==> config.mk <==
export PLATFORM = sky130hd
export DESIGN_NAME = gpio_bank
export DESIGN_NICKNAME = d
export VERILOG_FILES = /design/src/rtl/gpio_bank_pkg.sv /design/src/rtl/gpio_debounce.sv /design/src/rtl/gpio_bank.sv
export SDC_FILE = /design/constraint.sdc
export NUM_CORES = 1
export LEC_CHECK = 0
export ABC_AREA = 0
export CAP_MARGIN = 20
export CORE_ASPECT_RATIO = 0.9
export CORE_MARGIN = 5
export CORE_UTILIZATION = 28
export DETAILED_ROUTE_END_ITERATION = 12
export SKIP_LAST_GASP = 1
export SLEW_MARGIN = 20
export SYNTH_ARGS = -nofsm -noshare
export SYNTH_HDL_FRONTEND = slang
export SYNTH_HIERARCHICAL = 1
export SYNTH_SLANG_ARGS = --single-unit
==> constraint.sdc <==
create_clock -name clk_i -period 7.75 [get_ports clk_i]
set_clock_uncertainty 0.15 [all_clocks]
set_input_delay 2.325 -clock clk_i [delete_from_list [all_inputs] [get_ports clk_i]]
set_output_delay 2.325 -clock clk_i [all_outputs]
set_load 0.02 [all_outputs]
==> src/rtl/gpio_bank_pkg.sv <==
// Shared constants for the GPIO bank: register offsets, address width and
// the debounce agreement threshold.
package gpio_bank_pkg;

  localparam int unsigned ADDR_WIDTH      = 5;
  localparam int unsigned AGREE_THRESHOLD = 3;

  localparam logic [ADDR_WIDTH-1:0] OUT_OFFSET         = 5'h00;
  localparam logic [ADDR_WIDTH-1:0] OE_OFFSET          = 5'h04;
  localparam logic [ADDR_WIDTH-1:0] IN_OFFSET          = 5'h08;
  localparam logic [ADDR_WIDTH-1:0] DBNC_EN_OFFSET     = 5'h0C;
  localparam logic [ADDR_WIDTH-1:0] DBNC_LIMIT_OFFSET  = 5'h10;
  localparam logic [ADDR_WIDTH-1:0] IRQ_RISE_EN_OFFSET = 5'h14;
  localparam logic [ADDR_WIDTH-1:0] IRQ_FALL_EN_OFFSET = 5'h18;
  localparam logic [ADDR_WIDTH-1:0] IRQ_STATUS_OFFSET  = 5'h1C;

endpackage

==> src/rtl/gpio_debounce.sv <==
// One GPIO pin: input synchroniser, tick-paced agreement filter and the
// filt/prev pair used by the bank's edge detector.
module gpio_debounce
  import gpio_bank_pkg::*;
#(
  parameter int unsigned SyncStages = 2
) (
  input  logic clk_i,
  input  logic rst_ni,
  input  logic gp_i,
  input  logic tick_i,
  input  logic dbnc_en_i,
  output logic filt_o,
  output logic prev_o
);

  localparam logic [1:0] AgreeLast = 2'(AGREE_THRESHOLD - 1);

  logic [SyncStages-1:0] sync_q;
  logic                  sync_s;
  logic [1:0]            agree_q, agree_d;
  logic                  filt_q, filt_d;
  logic                  prev_q;

  assign sync_s = sync_q[SyncStages-1];

  // Filter next state; the counter only advances on ticks while input and filter disagree
  always_comb begin
    agree_d = agree_q;
    filt_d  = filt_q;
    if (!dbnc_en_i) begin
      filt_d  = sync_s;
      agree_d = 2'd0;
    end else if (sync_s == filt_q) begin
      agree_d = 2'd0;
    end else if (tick_i) begin
      if (agree_q == AgreeLast) begin
        filt_d  = ~filt_q;
        agree_d = 2'd0;
      end else begin
        agree_d = agree_q + 2'd1;
      end
    end else begin
      agree_d = agree_q;
    end
  end

  // Synchroniser chain, filter state and edge history
  always_ff @(posedge clk_i or negedge rst_ni) begin
    if (!rst_ni) begin
      sync_q  <= {SyncStages{1'b0}};
      agree_q <= 2'd0;
      filt_q  <= 1'b0;
      prev_q  <= 1'b0;
    end else begin
      sync_q  <= {sync_q[SyncStages-2:0], gp_i};
      agree_q <= agree_d;
      filt_q  <= filt_d;
      prev_q  <= filt_q;
    end
  end

  assign filt_o = filt_q;
  assign prev_o = prev_q;

endmodule

==> src/rtl/gpio_bank.sv <==
// Parametrised GPIO bank: register file, shared debounce tick counter and
// per-pin filters with rise/fall interrupt status.
module gpio_bank
  import gpio_bank_pkg::*;
#(
  parameter int unsigned GpioWidth    = 16,
  parameter int unsigned DbncCntWidth = 16,
  parameter int unsigned SyncStages   = 2
) (
  input  logic                  clk_i,
  input  logic                  rst_ni,
  input  logic                  reg_req_i,
  input  logic                  reg_we_i,
  input  logic [ADDR_WIDTH-1:0] reg_addr_i,
  input  logic [31:0]           reg_wdata_i,
  output logic [31:0]           reg_rdata_o,
  output logic                  reg_rvalid_o,
  input  logic [GpioWidth-1:0]  gp_i,
  output logic [GpioWidth-1:0]  gp_o,
  output logic [GpioWidth-1:0]  gp_oe_o,
  output logic                  irq_o
);

  localparam logic [GpioWidth-1:0]    GpioZero = {GpioWidth{1'b0}};
  localparam logic [DbncCntWidth-1:0] CntZero  = {DbncCntWidth{1'b0}};
  localparam logic [DbncCntWidth-1:0] CntOne   = DbncCntWidth'(1);

  logic [ADDR_WIDTH-1:0]   addr_s;
  logic                    wr_s, rd_s;
  logic [GpioWidth-1:0]    wdata_s;

  logic [GpioWidth-1:0]    out_q, out_d;
  logic [GpioWidth-1:0]    oe_q, oe_d;
  logic [GpioWidth-1:0]    dbnc_en_q, dbnc_en_d;
  logic [GpioWidth-1:0]    rise_en_q, rise_en_d;
  logic [GpioWidth-1:0]    fall_en_q, fall_en_d;
  logic [GpioWidth-1:0]    status_q, status_d;
  logic [DbncCntWidth-1:0] limit_q, limit_d;
  logic [DbncCntWidth-1:0] tcnt_q, tcnt_d;
  logic [31:0]             rdata_q, rdata_d;
  logic                    rvalid_q;
  logic                    irq_q;

  logic                    tick_s;
  logic                    limit_wr_s;
  logic [GpioWidth-1:0]    w1c_s;
  logic [GpioWidth-1:0]    filt_s, prev_s, set_s;
  logic                    unused_s;

  assign addr_s     = {reg_addr_i[ADDR_WIDTH-1:2], 2'b00};
  assign wr_s       = reg_req_i & reg_we_i;
  assign rd_s       = reg_req_i & ~reg_we_i;
  assign wdata_s    = reg_wdata_i[GpioWidth-1:0];
  assign limit_wr_s = wr_s && (addr_s == DBNC_LIMIT_OFFSET);
  assign unused_s   = ^{reg_addr_i[1:0], reg_wdata_i};

  // Register writes; IRQ_STATUS writes only produce a clear mask
  always_comb begin
    out_d     = out_q;
    oe_d      = oe_q;
    dbnc_en_d = dbnc_en_q;
    rise_en_d = rise_en_q;
    fall_en_d = fall_en_q;
    limit_d   = limit_q;
    w1c_s     = GpioZero;
    if (wr_s) begin
      case (addr_s)
        OUT_OFFSET:         out_d     = wdata_s;
        OE_OFFSET:          oe_d      = wdata_s;
        DBNC_EN_OFFSET:     dbnc_en_d = wdata_s;
        DBNC_LIMIT_OFFSET:  limit_d   = reg_wdata_i[DbncCntWidth-1:0];
        IRQ_RISE_EN_OFFSET: rise_en_d = wdata_s;
        IRQ_FALL_EN_OFFSET: fall_en_d = wdata_s;
        IRQ_STATUS_OFFSET:  w1c_s     = wdata_s;
        default:            w1c_s     = GpioZero;
      endcase
    end else begin
      w1c_s = GpioZero;
    end
  end

  // Read mux; data is forced to zero for writes and idle cycles
  always_comb begin
    rdata_d = 32'h0000_0000;
    if (rd_s) begin
      case (addr_s)
        OUT_OFFSET:         rdata_d = 32'(out_q);
        OE_OFFSET:          rdata_d = 32'(oe_q);
        IN_OFFSET:          rdata_d = 32'(filt_s);
        DBNC_EN_OFFSET:     rdata_d = 32'(dbnc_en_q);
        DBNC_LIMIT_OFFSET:  rdata_d = 32'(limit_q);
        IRQ_RISE_EN_OFFSET: rdata_d = 32'(rise_en_q);
        IRQ_FALL_EN_OFFSET: rdata_d = 32'(fall_en_q);
        IRQ_STATUS_OFFSET:  rdata_d = 32'(status_q);
        default:            rdata_d = 32'h0000_0000;
      endcase
    end else begin
      rdata_d = 32'h0000_0000;
    end
  end

  // Shared debounce tick: counts 0..limit, restarts on any limit write
  assign tick_s = (tcnt_q == limit_q);

  always_comb begin
    tcnt_d = tcnt_q;
    if (limit_wr_s) begin
      tcnt_d = CntZero;
    end else if (tick_s) begin
      tcnt_d = CntZero;
    end else begin
      tcnt_d = tcnt_q + CntOne;
    end
  end

  for (genvar g = 0; g < GpioWidth; g++) begin : g_pin
    gpio_debounce #(
      .SyncStages(SyncStages)
    ) u_dbnc (
      .clk_i    (clk_i),
      .rst_ni   (rst_ni),
      .gp_i     (gp_i[g]),
      .tick_i   (tick_s),
      .dbnc_en_i(dbnc_en_q[g]),
      .filt_o   (filt_s[g]),
      .prev_o   (prev_s[g])
    );
  end

  // A new edge wins over a same-cycle clear of the same bit
  assign set_s    = (filt_s & ~prev_s & rise_en_q) | (~filt_s & prev_s & fall_en_q);
  assign status_d = (status_q & ~w1c_s) | set_s;

  // All architectural state of the bank
  always_ff @(posedge clk_i or negedge rst_ni) begin
    if (!rst_ni) begin
      out_q     <= GpioZero;
      oe_q      <= GpioZero;
      dbnc_en_q <= GpioZero;
      rise_en_q <= GpioZero;
      fall_en_q <= GpioZero;
      status_q  <= GpioZero;
      limit_q   <= CntZero;
      tcnt_q    <= CntZero;
      rdata_q   <= 32'h0000_0000;
      rvalid_q  <= 1'b0;
      irq_q     <= 1'b0;
    end else begin
      out_q     <= out_d;
      oe_q      <= oe_d;
      dbnc_en_q <= dbnc_en_d;
      rise_en_q <= rise_en_d;
      fall_en_q <= fall_en_d;
      status_q  <= status_d;
      limit_q   <= limit_d;
      tcnt_q    <= tcnt_d;
      rdata_q   <= rdata_d;
      rvalid_q  <= reg_req_i;
      irq_q     <= |status_q;
    end
  end

  assign gp_o         = out_q;
  assign gp_oe_o      = oe_q;
  assign reg_rdata_o  = rdata_q;
  assign reg_rvalid_o = rvalid_q;
  assign irq_o        = irq_q;

endmodule

==> flow_metrics.tcl, run 1 <==
set metrics [dict create \
    critPathCaptureType "flip-flop" \
    die-area_mm2 0.0431 \
    min_to "g_pin[1].u_dbnc/sync_q[1]" \
    holdCritStartpoint "g_pin[1].u_dbnc/sync_q[0]" \
    nets 995 \
    critical_path.reg2reg.endpoint "g_pin[1].u_dbnc/agree_q[0]" \
    io_buffer_count 88 \
    yosysSeqAreaShare_pct 55.5 \
    drive_gt1_share_pct 18.4 \
    crit_required_ps 7980 \
    cp_top_family "buffers and inverters" \
    antennaDiodeCount 0 \
    fillCellCount 3770 \
    grt_pass1_wl_mm 42.6 \
    syn-cell-area_mm2 0.0109 \
    synth_edf_count 0 \
    timing.final.crit_share_pct 60.0 \
    fin_crit_ps 4650 \
    power_uw 3630 \
    rows 68 \
    synth-main-ff-cell "dfrtp_1" \
    syn_avg_cell_area_um2 13.0 \
    hp-class "reg -> reg" \
    crit_path_max_fanout 17 \
    yosysMostFrequentCell "dfrtp_1" \
    numClockSinks 242 \
    synthDistinctLibCells 46 \
    finalHoldViolations 0 \
    gr-total-overflow 0 \
    synth_seq_cells 242 \
    clk_path_buf_depth 3 \
    clkTransAtPathRegs_ps 60 \
    timing.max_cap.violations 0 \
    initial_core_util_pct 28.4 \
    grt_pass1_vias 7215 \
    holdPathStages 0 \
    reg2reg_from "limit_q[1]" \
    setup_violations 0 \
    status "finished, final reports clean" \
    fmax_mhz 215 \
    place_congestion 0.826 \
    regArea_mm2 0.00606 \
    synth.top_cells.by_area "dfrtp_1 (55%), mux2_2 (7.6%), xnor2_1 (3.4%)" \
    multi_input_area_mm2 0.00441 \
    fin_ws_ps 3100 \
    hold_buffers 0 \
    yosysWarningCount 6 \
    path_cells "clkdlybuf4s50_1 -> and3_1 -> buf_4 -> nand3_1 -> o21ai_0 -> o211ai_1" \
    vias 7120 \
    io_pins 123 \
    clockRootBuffer "clkbuf_16" \
    viasPerCell 4.81 \
    cts_tree "done" \
    start_kind "input pin" \
    antenna_found_initial 1 \
    syn_inst 842 \
    async_flop_share_pct 100 \
    grt_max_degree 136 \
    ys_top_cells_by_count "dfrtp_1 (242), mux2_2 (74), nand3b_1 (48)" \
    post_cts_resized 0 \
    wirelength_mm 26.8 \
    worstPathArrival_ps 4880 \
    place_ws_ps 2560 \
    drtIter0Drc 538 \
    cpPeakStageDelay_ps 760 \
    p_leak_uw 0.00518 \
    routedWlPerCell_um 18.1 \
    track_usage_pct 12.3 \
    cts_setup_buffers 0 \
    yosysTopAreaCellShare_pct 55.5 \
    clock_tree.htree_level_count 1 \
    final.setup.tns_ps 0 \
    yosysTopAreaCell "dfrtp_1" \
    worstSkewPairLatency_ps 530 \
    place.detailed.hpwl_mm 17.8 \
    critPathSlowestCell "clkdlybuf4s50_1" \
    final_max_slew_viol_count 0 \
    rrSetupSlack_ps 5000 \
    worst_pin_slew_ps 1010 \
    final_util_pct 34.2 \
    path_buf_inv 2 \
    path_class "in -> reg" \
    ant_nets 0 \
    cts_made_buffers 27 \
    dpl.cell_count 1432 \
    die_h_um 197 \
    area_delta_synth_final_pct 20.6 \
    instances_no_fill 1479 \
    p_per_area_mw_per_mm2 276 \
    vdd_drop_max_uv 151 \
    rsz0062_at_grt "false" \
    die_w_um 218 \
    maxSlewHeadroom_pct 32.5 \
    dr.pass1.iters 5 \
    r2r_cells 6 \
    route.detailed.drc 0 \
    core-area_mm2 0.0385 \
]
## metrics by stage
stage / instance area [um2] / hold WS (ps)
after CTS: 13100 / 198
after detailed placement: 12200 / 185
after global routing: 13200 / 207
after floorplan: 11000 / 181
final: 13200 / 197
after global placement: 12200 / 184
## how the worst max path moves through the flow
stage | start | endpoint | slack [ps] | depth (start not counted)
finish | reg_addr_i[3] | status_q[2] | 3100 | 6
global route | reg_addr_i[3] | status_q[9] | 2950 | 6
CTS | reg_addr_i[3] | status_q[2] | 3110 | 6
detailed placement | reg_addr_i[2] | status_q[2] | 2560 | 6
global placement | reg_addr_i[4] | rise_en_q[1] | 2640 | 5
floorplan | reg_addr_i[4] | gp_oe_o[12] | 3940 | 6
## cells by family (layout without fill, tap and decap cells)
group                      count (synthesis)  count (layout)  share of synthesized area [%]
buffers and inverters                     86             183                           4.78
other                                      1              16                         0.0343
and+or+nand+nor                          210             210                           13.4
xor gates and xnor gates                  46              46                           3.69
DFF                                      242             242                           55.5
adders and majority gates                  1               1                          0.115
AOI/OAI and AO/OA                        160             160                           11.9
muxes                                     96              96                           10.6
## cells in the final DEF, fill, tap and decap left out, types with 3 or more instances in the layout
cell,count
nor2b_1,16
nand3b_1,48
bufinv_16,3
mux2_4,20
a31oi_1,16
a22o_1,16
xor2_1,3
nor2_1,3
xnor2_1,43
o21ai_0,16
mux2_2,74
conb_1,16
or3b_1,16
dfrtp_1,242
o211ai_1,16
clkbuf_16,27
nand2_1,20
a311o_1,16
clkdlybuf4s50_1,87
nand4_1,8
buf_4,14
a221oi_1,16
and4b_1,16
nor4_1,8
a211oi_1,16
a211oi_2,16
nand2b_1,33
inv_1,34
clkbuf_8,7
clkbuf_1,6
nor3b_4,3
a22oi_1,32
nand3_1,6
nor3_1,18
and3_1,5
## layer usage
layer	routed length, um	vias to the layer above	track usage [%]	part of all wire (%)
li1	-	3298	-	-
met1	11800	3617	16.5	44
met2	13100	161	20.8	49
met3	1400	42	2.36	5.2
met4	464	2	2.81	1.7
met5	7	-	0	0.026
## flip-flops by register name, indices dropped and copies added (netlist names)
register / cells
fall_en_q: 16
limit_q: 16
g_pin.u_dbnc/agree_q: 32
dbnc_en_q: 16
tcnt_q: 16
irq_o: 1
reg_rdata_o: 16
gp_oe_o: 16
rise_en_q: 16
gp_o: 16
g_pin.u_dbnc/prev_o: 16
g_pin.u_dbnc/sync_q: 32
reg_rvalid_o: 1
status_q: 16
g_pin.u_dbnc/filt_o: 16
## where the power goes
group	switching, uW	total [uW]	internal, uW
Combinational	286	620	334
Clock	500	1300	802
Sequential	233	1710	1480
Total	1020	3630	2610
## cell type report
cell class,instances,area share (%)
timing repair buffer,103,7.73
clock inverter,6,0.846
sequential,242,46.0
tap,525,4.99
multi-input combinational,529,33.5
clock buffer,40,6.03
inverter,34,0.969
(Power assumes the default switching activity.)
==> run 2: changes to the inputs <==
==> constraint.sdc (replaced) <==
create_clock -name clk_i -period 3.79 [get_ports clk_i]
set_clock_uncertainty 0.15 [all_clocks]
set_input_delay 1.137 -clock clk_i [delete_from_list [all_inputs] [get_ports clk_i]]
set_output_delay 1.137 -clock clk_i [all_outputs]
set_load 0.02 [all_outputs]
==> run 2 against run 1 <==
  * Via count rose by 2.0%
  * Final cell count is 1.4% higher
  * Count of clock-buffer cells in the layout is 3 lower
  * Non-clock buffer count rose by 18
  * Utilization grew 0.55 points
  * Power is 110% higher
  * First-iteration DRC count is 20% lower
  * Setup slack lost 2200 ps
  * Cell area grew 1.6%
  * Critical path type unchanged
  * Largest power group unchanged
==> flow_metrics.tcl, run 2 (synthesis gave the netlist of run 1 again) <==
set metrics [dict create \
    status "finished, final reports clean" \
    p_switching_uw 2120 \
    hp-class "reg -> reg" \
    drtIter0Drc 432 \
    clock_tree.htree_level_count 1 \
    seq_power_share_pct 46.4 \
    drive_gt1_share_pct 20.5 \
    layout_common_cells "dfrtp_1 (242), clkdlybuf4s50_1 (87), mux2_2 (74)" \
    reg2reg_from "limit_q[1]" \
    start_kind "input pin" \
    power_uw 7560 \
    holdCritStartpoint "g_pin[10].u_dbnc/sync_q[0]" \
    clk_path_buf_depth 3 \
    routedWlPerCell_um 18.3 \
    worstSkewPairLatency_ps 530 \
    ant_nets 0 \
    antennaDiodeCount 0 \
    antenna_found_initial 1 \
    grt_pass1_wl_mm 43.5 \
    timing.final.crit_share_pct 77.4 \
    fmax_mhz 341 \
    pwr-share-clk_pct 36.6 \
    final_util_pct 34.8 \
    grt_max_degree 85 \
    grt_pass1_vias 7506 \
    cts_setup_buffers 0 \
    crit_required_ps 4050 \
    clkTransAtPathRegs_ps 60 \
    viasPerCell 4.84 \
    gr-total-overflow 0 \
    layout_commonest_cell "dfrtp_1" \
    worstPathArrival_ps 3190 \
    setup_violations 0 \
    critPathSlowestCell "clkdlybuf4s50_1" \
    rsz0062_at_grt "false" \
    die-area_mm2 0.0431 \
    final.setup.tns_ps 0 \
    p_int_uw 5440 \
    initial_core_util_pct 28.4 \
    reg_top3 "g_pin.u_dbnc/agree_q: 32 flops, g_pin.u_dbnc/sync_q: 32 flops" \
    cpPeakStageDelay_ps 720 \
    hold_buffers 0 \
    wirelength_mm 27.4 \
    place_congestion 0.825 \
    cts_made_buffers 27 \
    place.detailed.hpwl_mm 18.7 \
    vias 7259 \
    r2r_cells 6 \
    nets 1013 \
    min_to "g_pin[10].u_dbnc/sync_q[1]" \
    track_usage_pct 12.5 \
    area_delta_synth_final_pct 22.6 \
    fin_crit_ps 2930 \
    io_buffer_count 88 \
    worst_pin_slew_ps 691 \
    rows 68 \
    finalHoldViolations 0 \
    dr.pass1.iters 5 \
    numClockSinks 242 \
    final_max_slew_viol_count 0 \
    switching_share_pct 28.0 \
    maxSlewHeadroom_pct 54.0 \
    rrSetupSlack_ps 1140 \
    timing.max_cap.violations 0 \
    cts_tree "done" \
    clockRootBuffer "clkbuf_16" \
    vdd_drop_max_uv 339 \
    p_per_area_mw_per_mm2 565 \
    io_pins 123 \
    path_cells "clkdlybuf4s50_1 -> and3b_1 -> and3_4 -> mux2_2" \
    fillCellCount 3825 \
    fin_ws_ps 857 \
    core-area_mm2 0.0385 \
    post_cts_resized 0 \
    p_comb_share_pct 17.0 \
    place_ws_ps 323 \
    holdPathStages 0 \
    die_h_um 197 \
    route.detailed.drc 0 \
    critPathCaptureType "flip-flop" \
    path_class "in -> reg" \
    hold-worst-slack_ps 197 \
    die_w_um 218 \
    critical_path.reg2reg.endpoint "g_pin[11].u_dbnc/agree_q[0]" \
    p_leak_uw 0.00531 \
    crit_path_max_fanout 16 \
]
## run 2: changes by cell type in the layout (fill, tap and decap cells not counted), sizes merged
cell	change
inv	+1
bufinv	+1
clkinv	+4
buf	+18
clkbuf	-3
## run 2: per-layer routing
layer,vias up,share of wire [%],global-route usage (%),wire (um)
met2,190,49,21.2,13400
li1,3328,-,-,-
met5,-,0.036,0,10
met1,3699,45,17.0,12300
met4,2,2.1,3.14,581
met3,40,4.3,1.93,1170
## run 2: how the worst max path moves through the flow
stage	cells after the start	startpoint	to
after global placement	4	reg_addr_i[4]	fall_en_q[2]
after CTS	4	reg_addr_i[4]	fall_en_q[15]
final	4	reg_addr_i[4]	fall_en_q[15]
after detailed placement	4	reg_addr_i[4]	fall_en_q[15]
after floorplan	6	reg_addr_i[4]	gp_oe_o[12]
after global routing	4	reg_addr_i[4]	fall_en_q[15]
## run 2: stage by stage
step / cell area (um2) / instances
detailed placement: 12400 / 1451
global route: 13400 / 1500
finish: 13400 / 1500
CTS: 13400 / 1500
global placement: 12400 / 1451
floorplan: 11000 / 857
## run 2: cell type report
class	instances	area, um2	share of cell area, %
Sequential cell	242	6060	45.3
Multi-Input combinational cell	529	4400	32.9
Timing Repair Buffer	121	1180	8.85
Clock buffer	37	793	5.93
Tap cell	525	657	4.91
Clock inverter	12	166	1.24
Inverter	34	128	0.954
## run 2: power groups by stage
stage,clock network [uW],registers [uW],logic [uW]
final,2770,3510,1290
after global placement,0,3540,1270
after global routing,2950,3580,1400
after CTS,2840,3510,1300
after detailed placement,0,3550,1290
after floorplan,0,3470,786
## run 2: worst max-delay path: cells and delay by family
family        cells  cell delay [ps]
simple gates      2              940
mux               1              390
buf+inv           1              720
==> run 3: changes to the inputs <==
==> constraint.sdc (replaced) <==
create_clock -name clk_i -period 3 [get_ports clk_i]
set_clock_uncertainty 0.15 [all_clocks]
set_input_delay 0.9 -clock clk_i [delete_from_list [all_inputs] [get_ports clk_i]]
set_output_delay 0.9 -clock clk_i [all_outputs]
set_load 0.02 [all_outputs]
==> run 3 against run 2 <==
  * Routed wire length down 0.34%
  * Utilization up 0.49 points
  * Clock power up 23%
  * Setup slack worse by 500 ps
  * Flip-flop and latch count unchanged
  * Cell area up 1.4%
  * Count of clock-buffer cells in the layout down 2
  * Critical path depth down 3
  * Via count up 1.0%
  * Highest routed layer unchanged
==> flow_metrics.tcl, run 3 (synthesis gave the netlist of run 1 again) <==
set metrics [dict create \
    status "finished, final reports clean" \
    clock_tree.htree_level_count 1 \
    clkTransAtPathRegs_ps 60 \
    rows 68 \
    worstPathArrival_ps 1600 \
    timing.final.crit_share_pct 88.2 \
    grt_pass1_wl_mm 42.9 \
    io_buffer_count 88 \
    worst_pin_slew_ps 578 \
    cts_setup_buffers 0 \
    path_cells "clkdlybuf4s50_1" \
    reg2reg_from "limit_q[1]" \
    area_delta_synth_final_pct 24.3 \
    grt_pass1_vias 7407 \
    place_congestion 0.833 \
    fillCellCount 3791 \
    fmax_mhz 378 \
    die_h_um 197 \
    setup_violations 0 \
    rsz0062_at_grt "false" \
    route.detailed.drc 0 \
    post_cts_resized 0 \
    clockRootBuffer "clkbuf_16" \
    track_usage_pct 12.4 \
    critPathCaptureType "output pin" \
    layout_common_cells "dfrtp_1 (242), clkdlybuf4s50_1 (87), mux2_2 (74)" \
    maxSlewHeadroom_pct 61.1 \
    path_class "reg -> out" \
    viasPerCell 4.85 \
    cts_made_buffers 27 \
    nets 1025 \
    critPathSlowestCell "clkdlybuf4s50_1" \
    crit_required_ps 1950 \
    finalHoldViolations 0 \
    p_leak_uw 0.00539 \
    hold_buffers 0 \
    vias 7333 \
    place.detailed.hpwl_mm 18.9 \
    timing.max_cap.violations 0 \
    final_max_slew_viol_count 0 \
    layout_commonest_cell "dfrtp_1" \
    p_per_area_mw_per_mm2 699 \
    gr-total-overflow 0 \
    drive_gt1_share_pct 21.3 \
    cpPeakStageDelay_ps 640 \
    crit_path_start "gp_oe_o[6]" \
    dr.pass1.iters 5 \
    antenna_found_initial 2 \
    core-area_mm2 0.0385 \
    routedWlPerCell_um 18.1 \
    cts_tree "done" \
    drtIter0Drc 511 \
    die-area_mm2 0.0431 \
    cp_top_family "buffers and inverters" \
    numClockSinks 242 \
    final.setup.tns_ps 0 \
    die_w_um 218 \
    wirelength_mm 27.3 \
    fin_crit_ps 2650 \
    initial_core_util_pct 28.4 \
    clk_path_buf_depth 3 \
    path_buf_inv 1 \
    instances_no_fill 1511 \
    hold-worst-slack_ps 115 \
    start_kind "flip-flop" \
    worstSkewPairLatency_ps 520 \
    crit_path_max_fanout 3 \
    grt_max_degree 83 \
    ant_nets 0 \
    hp-class "in -> async" \
    reg_top3 "g_pin.u_dbnc/agree_q: 32 flops, g_pin.u_dbnc/sync_q: 32 flops" \
    vdd_drop_max_uv 443 \
    io_pins 123 \
    dpl.cell_count 1463 \
]
[run 3: cell count changes in the layout (fill, tap and decap cells not counted)]
cell	change
buf_12	+10
buf_4	+2
clkbuf_8	-2
clkinvlp_4	+1
diode_2	+1
inv_6	-1
[run 3: path summary, 6_finish.rpt]
check / endpoint / slack [ps] / cells past startpoint
min in group clk_i: g_pin[9].u_dbnc/sync_q[1] / 190 / 0
hold / removal: gp_oe_o[14] / 120 / 1
max in group asynchronous: gp_oe_o[15] / 1870 / 2
hold reg to reg: g_pin[9].u_dbnc/sync_q[1] / 190 / 0
setup reg to reg: g_pin[1].u_dbnc/agree_q[0] / 510 / 6
setup / recovery: gp_oe_o[6] / 350 / 1
[run 3: cell type report]
class | count | area, um2 | area share, %
sequential | 242 | 6060 | 44.6
multi-input combinational | 529 | 4400 | 32.4
timing repair buffer | 133 | 1400 | 10.3
clock buffer | 35 | 766 | 5.64
tap | 525 | 657 | 4.84
clock inverter | 12 | 165 | 1.22
inverter | 34 | 128 | 0.940
antenna | 1 | 2.50 | 0.0184
[run 3: power by group]
group,internal (uW),leakage [uW],total [uW],switching (uW)
sequential,3810,0.00298,4420,611
clock,2130,0.000459,3420,1290
combinational,892,0.00195,1640,744
[run 3: layer usage]
layer	wire length (um)	GRT usage (%)
met1	12400	17.2
met2	13100	20.5
met3	1260	2.10
met4	507	3.07
met5	7	0
[run 3: stage by stage]
step,setup slack [ps],instance area (um2),total power (uW),util (%)
finish,355,13600,9480,35.3
global route,279,13600,9950,35.3
CTS,325,13600,9600,35.3
detailed placement,8.85,12600,6130,32.9
global placement,13.7,12600,6090,32.9
floorplan,559,11000,5380,-
